==> src/rtl/nanotube_drop_all_pkg.sv <==
// nanotube_drop_all_pkg
//   Shared widths and the AXIS beat record for the drop-all stage.
//   DATA_W/KEEP_W/USER_W : default AXIS payload widths
//   PKT_CNT_W/BYTE_CNT_W : default statistics counter widths
//   ACC_W                : per-packet byte accumulator width
//   POP_W                : width of a single-beat byte count
package nanotube_drop_all_pkg;
  localparam int DATA_W     = 512;
  localparam int KEEP_W     = 64;
  localparam int USER_W     = 48;
  localparam int PKT_CNT_W  = 32;
  localparam int BYTE_CNT_W = 48;
  localparam int ACC_W      = 16;
  localparam int POP_W      = 7;

  typedef struct packed {
    logic [DATA_W-1:0] tdata;
    logic [KEEP_W-1:0] tkeep;
    logic [USER_W-1:0] tuser;
    logic              tlast;
  } axis_beat_t;
endpackage

==> src/rtl/axis_keep_popcount.sv <==
// axis_keep_popcount
//   Combinational byte count of one AXIS beat (number of set tkeep bits).
//   i_keep  : tkeep of the beat
//   o_bytes : population count of i_keep
module axis_keep_popcount
  import nanotube_drop_all_pkg::*;
#(
  parameter int KEEP_W = nanotube_drop_all_pkg::KEEP_W
) (
  input  logic [KEEP_W-1:0] i_keep,
  output logic [POP_W-1:0]  o_bytes
);
  always_comb begin
    o_bytes = '0;
    for (int i = 0; i < KEEP_W; i++) o_bytes = o_bytes + POP_W'(i_keep[i]);
  end
endmodule

==> src/rtl/nanotube_drop_all_wrapper.sv <==
// nanotube_drop_all_wrapper
//   XDP drop-all stage: accepts every ingress beat at full rate and discards
//   it, keeping saturating packet/byte drop counters. Egress stays idle.
//   Build option DROP_ALL_BYPASS_EN: forward beats through a 2-entry skid
//   buffer instead; the counters then count forwarded traffic.
//   ap_clk_0 / ap_rst_n_0        : clock, async active-low reset
//   port0_0_*                    : ingress AXI4-Stream
//   port1_0_*                    : egress AXI4-Stream
//   drop_pkt_count/drop_byte_count : saturating statistics
module nanotube_drop_all_wrapper #(
  parameter int DATA_W     = nanotube_drop_all_pkg::DATA_W,
  parameter int KEEP_W     = nanotube_drop_all_pkg::KEEP_W,
  parameter int USER_W     = nanotube_drop_all_pkg::USER_W,
  parameter int PKT_CNT_W  = nanotube_drop_all_pkg::PKT_CNT_W,
  parameter int BYTE_CNT_W = nanotube_drop_all_pkg::BYTE_CNT_W
) (
  input  logic                  ap_clk_0,
  input  logic                  ap_rst_n_0,
  input  logic [DATA_W-1:0]     port0_0_tdata,
  input  logic [KEEP_W-1:0]     port0_0_tkeep,
  input  logic [USER_W-1:0]     port0_0_tuser,
  input  logic                  port0_0_tlast,
  input  logic                  port0_0_tvalid,
  output logic                  port0_0_tready,
  output logic [DATA_W-1:0]     port1_0_tdata,
  output logic [KEEP_W-1:0]     port1_0_tkeep,
  output logic [USER_W-1:0]     port1_0_tuser,
  output logic                  port1_0_tlast,
  output logic                  port1_0_tvalid,
  input  logic                  port1_0_tready,
  output logic [PKT_CNT_W-1:0]  drop_pkt_count,
  output logic [BYTE_CNT_W-1:0] drop_byte_count
);
  import nanotube_drop_all_pkg::*;

  logic                  r_rdy_en;
  logic                  r_in_pkt;
  logic [ACC_W-1:0]      r_acc;
  logic [PKT_CNT_W-1:0]  r_pkt_cnt;
  logic [BYTE_CNT_W-1:0] r_byte_cnt;
  logic [POP_W-1:0]      w_beat_bytes;
  logic [ACC_W-1:0]      w_acc_base;
  logic [ACC_W:0]        w_pkt_bytes;
  logic [BYTE_CNT_W:0]   w_byte_sum;
  logic                  w_accept;

  axis_keep_popcount #(.KEEP_W(KEEP_W)) u_pop (
    .i_keep  (port0_0_tkeep),
    .o_bytes (w_beat_bytes)
  );

  assign w_accept    = port0_0_tvalid & port0_0_tready;
  // First beat of a packet starts from zero regardless of accumulator contents.
  assign w_acc_base  = r_in_pkt ? r_acc : '0;
  assign w_pkt_bytes = {1'b0, w_acc_base} + (ACC_W+1)'(w_beat_bytes);
  // One extra bit catches the carry that triggers saturation.
  assign w_byte_sum  = {1'b0, r_byte_cnt} + (BYTE_CNT_W+1)'(w_pkt_bytes);

  // Ingress enable: low in reset, high from the first edge after release.
  always_ff @(posedge ap_clk_0 or negedge ap_rst_n_0) begin
    if (!ap_rst_n_0) r_rdy_en <= 1'b0;
    else             r_rdy_en <= 1'b1;
  end

  always_ff @(posedge ap_clk_0 or negedge ap_rst_n_0) begin
    if (!ap_rst_n_0) begin
      r_in_pkt   <= 1'b0;
      r_acc      <= '0;
      r_pkt_cnt  <= '0;
      r_byte_cnt <= '0;
    end else if (w_accept) begin
      if (port0_0_tlast) begin
        r_in_pkt   <= 1'b0;
        r_acc      <= '0;
        r_pkt_cnt  <= (&r_pkt_cnt) ? r_pkt_cnt : r_pkt_cnt + PKT_CNT_W'(1);
        r_byte_cnt <= w_byte_sum[BYTE_CNT_W] ? '1 : w_byte_sum[BYTE_CNT_W-1:0];
      end else begin
        r_in_pkt   <= 1'b1;
        // Length hint in tuser is not trusted; oversize packets wrap here.
        r_acc      <= w_pkt_bytes[ACC_W-1:0];
      end
    end
  end

  assign drop_pkt_count  = r_pkt_cnt;
  assign drop_byte_count = r_byte_cnt;

`ifdef DROP_ALL_BYPASS_EN
  typedef struct packed {
    logic [DATA_W-1:0] tdata;
    logic [KEEP_W-1:0] tkeep;
    logic [USER_W-1:0] tuser;
    logic              tlast;
  } beat_t;

  beat_t [1:0] r_buf;
  logic        r_wr_ptr, r_rd_ptr;
  logic [1:0]  r_cnt;
  logic        w_pop;
  beat_t       w_head;

  assign port0_0_tready = r_rdy_en & (r_cnt != 2'd2);
  assign port1_0_tvalid = (r_cnt != 2'd0);
  assign w_pop          = port1_0_tvalid & port1_0_tready;
  assign w_head         = r_buf[r_rd_ptr];
  assign port1_0_tdata  = w_head.tdata;
  assign port1_0_tkeep  = w_head.tkeep;
  assign port1_0_tuser  = w_head.tuser;
  assign port1_0_tlast  = w_head.tlast;

  always_ff @(posedge ap_clk_0 or negedge ap_rst_n_0) begin
    if (!ap_rst_n_0) begin
      r_buf    <= '0;
      r_wr_ptr <= 1'b0;
      r_rd_ptr <= 1'b0;
      r_cnt    <= 2'd0;
    end else begin
      if (w_accept) begin
        r_buf[r_wr_ptr] <= '{port0_0_tdata, port0_0_tkeep, port0_0_tuser, port0_0_tlast};
        r_wr_ptr        <= ~r_wr_ptr;
      end
      if (w_pop) r_rd_ptr <= ~r_rd_ptr;
      r_cnt <= r_cnt + 2'(w_accept) - 2'(w_pop);
    end
  end
`else
  logic w_unused;

  assign port0_0_tready = r_rdy_en;
  assign port1_0_tvalid = 1'b0;
  assign port1_0_tdata  = '0;
  assign port1_0_tkeep  = '0;
  assign port1_0_tuser  = '0;
  assign port1_0_tlast  = 1'b0;
  // Payload and egress ready are intentionally discarded.
  assign w_unused = ^{port0_0_tdata, port0_0_tuser, port1_0_tready};
`endif
endmodule

==> config.mk <==
export PLATFORM = sky130hd
export DESIGN_NAME = nanotube_drop_all_wrapper
export DESIGN_NICKNAME = d
export VERILOG_FILES = /design/src/rtl/nanotube_drop_all_pkg.sv /design/src/rtl/axis_keep_popcount.sv /design/src/rtl/nanotube_drop_all_wrapper.sv
export SDC_FILE = /design/constraint.sdc
export NUM_CORES = 1
export LEC_CHECK = 0
export CORE_AREA = 5 5 522 524
export DETAILED_ROUTE_END_ITERATION = 8
export DIE_AREA = 0 0 527 529
export PLACE_DENSITY = 0.3
export SYNTH_ARGS = -nofsm -noshare
export SYNTH_HDL_FRONTEND = slang
export SYNTH_SLANG_ARGS = --single-unit
export TNS_END_PERCENT = 100
==> constraint.sdc <==
create_clock -name ap_clk_0 -period 5.5 [get_ports ap_clk_0]
set_clock_uncertainty 0.15 [all_clocks]
set_input_delay 0.825 -clock ap_clk_0 [delete_from_list [all_inputs] [get_ports ap_clk_0]]
set_output_delay 0.825 -clock ap_clk_0 [all_outputs]
set_load 0.05 [all_outputs]
==> summary.txt <==
Status
  • Result of the run: complete, but fails checks
  • Failing checks: negative setup slack

Setup path
  • Slowest cell on crit path: sky130_fd_sc_hd__fa_2
  • Slowest stage delay, CP: 0.63 ns
  • Crit path launch type: primary input
  • Type of element capturing the critical path: register
  • Crit Path Max Fanout: 3
  • Most frequent CP cell: sky130_fd_sc_hd__buf_4
  • Arrival time at the worst endpoint: 9.63 ns
  • Startpoint-to-endpoint class of the critical path: in2reg
  • Data required time of the critical path: 5.68 ns

Timing
  • Final critical-path share of the clock period: 172%
  • Transition time of the tightest slew-check pin: 0.956 ns
  • RSZ-0062 raised after global routing: yes
  • Final WS setup: -3.94 ns
  • Final-layout setup total negative slack: -207.97 ns
  • Max-slew violation count: 0
  • Worst hold slack across all endpoints: 0.346 ns
  • Worst-case headroom to the max-slew limit: between 30 and 40%
  • Final hold violation count: 0
  • Achievable frequency: 106 MHz
  • Final setup violating endpoints: between 60 and 70
  • Minimum clock period: about 9.4 ns

Synthesis
  • Yosys Warn Count: 0
  • Commonest cells in the synthesized netlist: 632 x sky130_fd_sc_hd__buf_4, 104 x sky130_fd_sc_hd__inv_1, 98 x sky130_fd_sc_hd__dfrtp_1
  • Post-synthesis sequential area ratio: between 10% and 20%
  • Total of flip-flops plus latches after synthesis: 98
  • Post-Syn Instances: about 1400
  • Area share of the leading cell type in the synthesized netlist: 38.4%
  • Most used standard cell by instance count after synthesis: sky130_fd_sc_hd__buf_4
  • Mean post-synth cell area: ~8.7 um2
  • Share of flip-flops with an asynchronous set or reset: 100%
  • Flip-flop cell with the highest count after synthesis: sky130_fd_sc_hd__dfrtp_1
  • Library cells used by synthesis: between 60 and 70
  • Largest area contributor in the netlist: sky130_fd_sc_hd__buf_4
  • Number of enable-type register cells in the synthesized netlist: 0
  • Area of the mapped netlist: 12400 um2
  • Cells taking the most area after synthesis: sky130_fd_sc_hd__buf_4 38%, sky130_fd_sc_hd__dfrtp_1 20%, sky130_fd_sc_hd__fa_1 9.1%

Route
  • Wire length after detailed routing: 45500 um
  • Via count: 8379
  • WL per Instance: 8.69 um
  • Detail Route Antenna Nets: 0
  • Pre-Repair DR Iteration Count: 4
  • Via density per instance: 1.60
  • DRC violation count after routing: 0
  • Detailed Route Iter0 Violations: ~280

Clock network
  • H-tree depth reported by CTS: 3
  • Number of buffers added to fix hold violations after cts: 0
  • Clock transition time at the flip-flop clock pins of the worst setup and hold paths: 0.09 ns
  • Number of buffers between clock root and the deepest sink: 2
  • TritonCTS clock tree: yes
  • Clock Root Buffer: sky130_fd_sc_hd__clkbuf_16
  • CTS sink cnt: 98
  • Number of clock buffers inserted by TritonCTS: 9
  • Worst skew pair latency: between 0.4 and 0.5 ns

Finish
  • Ratio of cells with drive above 1 in the final layout: 17.0%
  • Filler cell count in the final layout: ~31000
  • Antenna diode count: 0
  • Post-layout net count: between 2000 and 2500
  • Area growth syn-to-layout: 42.6%
  • Final standard cell utilization of the core: 6.60%

Floorplan
  • Placeable core area: 267000 um2
  • Horizontal extent of the die: ~530 um
  • Area of the die: 279000 um2
  • Chip height: 529 um
  • Initial standard-cell utilization of the core: 4.63%
  • Top-Level Pins: 1336
  • Number of placement rows: between 150 and 200

Placed design
  • Placer congestion estimate: around 0.71
  • Final HPWL from detailed placement: 39400 um
  • Total of buffers placed on input and output ports: around 150
  • Pre-CTS setup slack: -5.11 ns

GRT
  • Vias in the first global route: 8216
  • Overflow left after global routing: 0
  • Wire length of the first global-routing pass: 59300 um
  • Antenna violations before repair: 5
  • GRT Util Overall: 3.03%
  • Largest net degree at the start of global routing: 56

Min path
  • Type of the tightest min-delay check: reg2reg

Flow run
  • Max-cap check violation count: 0
-- worst max-delay path: cells and delay by family --
family                     cells  cell delay (ns)
adders and majority gates     11             4.91
and+or+nand+nor                5             0.53
buffers and inverters         20             2.32
AOI/OAI and AO/OA              6             1.02
-- stage by stage --
| step | area, um2 | cells |
|---|---|---|
| after global placement | 16600 | 5186 |
| final | 17600 | 5232 |
| after global routing | 17600 | 5232 |
| after CTS | 17400 | 5228 |
| after floorplan | 14800 | 2049 |
| after detailed placement | 16600 | 5186 |
-- cell usage in the layout, fill, tap and decap left out, drive strengths merged, types with 3 or more instances in the layout --
| cell type | count |
|---|---|
| o21bai | 4 |
| nor3 | 11 |
| ha | 42 |
| xnor2 | 42 |
| o21ai | 25 |
| clkdlybuf4s15 | 4 |
| o211ai | 11 |
| o21a | 4 |
| dlygate4sd2 | 8 |
| dfrtp | 98 |
| a22o | 6 |
| nor2 | 41 |
| clkbuf | 9 |
| clkinv | 4 |
| a31oi | 20 |
| fa | 56 |
| inv | 107 |
| conb | 627 |
| o31ai | 4 |
| a21oi | 33 |
| clkdlybuf4s50 | 116 |
| nand3 | 33 |
| nand2 | 73 |
| a41oi | 3 |
| nand2b | 6 |
| mux2 | 13 |
| or2 | 5 |
| and4 | 12 |
| buf | 134 |
| xor2 | 29 |
| and2 | 17 |
| a21o | 14 |
| nand4 | 24 |
| or3 | 7 |
| and3 | 18 |
-- registers in the layout, indices dropped and copies added, names as in the netlist --
register / cells
drop_byte_count: 48
r_in_pkt: 1
port0_0_tready: 1
r_acc: 16
drop_pkt_count: 32
-- final timing paths --
path,from,cells after the start,endpoint,slack [ns]
worst min register to register,drop_pkt_count[23],1,drop_pkt_count[23],0.35
worst max-delay path,port0_0_tkeep[22],42,r_acc[12],-3.94
max in group asynchronous,ap_rst_n_0,2,r_acc[8],3.54
worst max register to register,r_in_pkt,26,r_acc[12],1.16
min in group asynchronous,ap_rst_n_0,1,drop_byte_count[37],0.39
worst min-delay path,drop_pkt_count[23],1,drop_pkt_count[23],0.35
-- per-layer routing --
layer	routed length (um)	global-route usage, %	vias to the layer above	part of all wire (%)
met4	590	0.906	0	1.3
met5	0	0	-	0
li1	-	-	3835	-
met2	24000	5.65	597	53
met3	3550	0.654	20	7.8
met1	17300	3.42	3927	38
-- layout make-up --
type	count	area, um2	area share (%)
Clock buffer	9	225	1.28
Clock inverter	7	78.8	0.448
Inverter	104	400	2.27
Multi-Input combinational cell	1200	7620	43.3
Sequential cell	98	2450	13.9
Tap cell	3552	4440	25.2
Timing Repair Buffer	262	2380	13.5
-- what timing repair did --
| item | in CTS | in global routing |
|---|---|---|
| pin swaps | 62 | 18 |
| gates resized for setup | 195 | 33 |
| gates cloned | 1 | 0 |
| buffers inserted | 30 | 6 |
| setup endpoints to repair | 64 | 64 |
-- logic make-up after synthesis --
kind of cell / share of synthesized area (%)
AO/OA/AOI/OAI: 7.44
XOR/XNOR: 5.03
adder cells (fa/ha/maj): 13.3
buffers and inverters: 42.2
flip-flops: 19.9
multiplexers: 1.38
other: 0.0608
AND/OR/NAND/NOR: 10.7
Power is not shown: default switching activity piles up to over one toggle a cycle in this logic, so the estimate is an artifact.
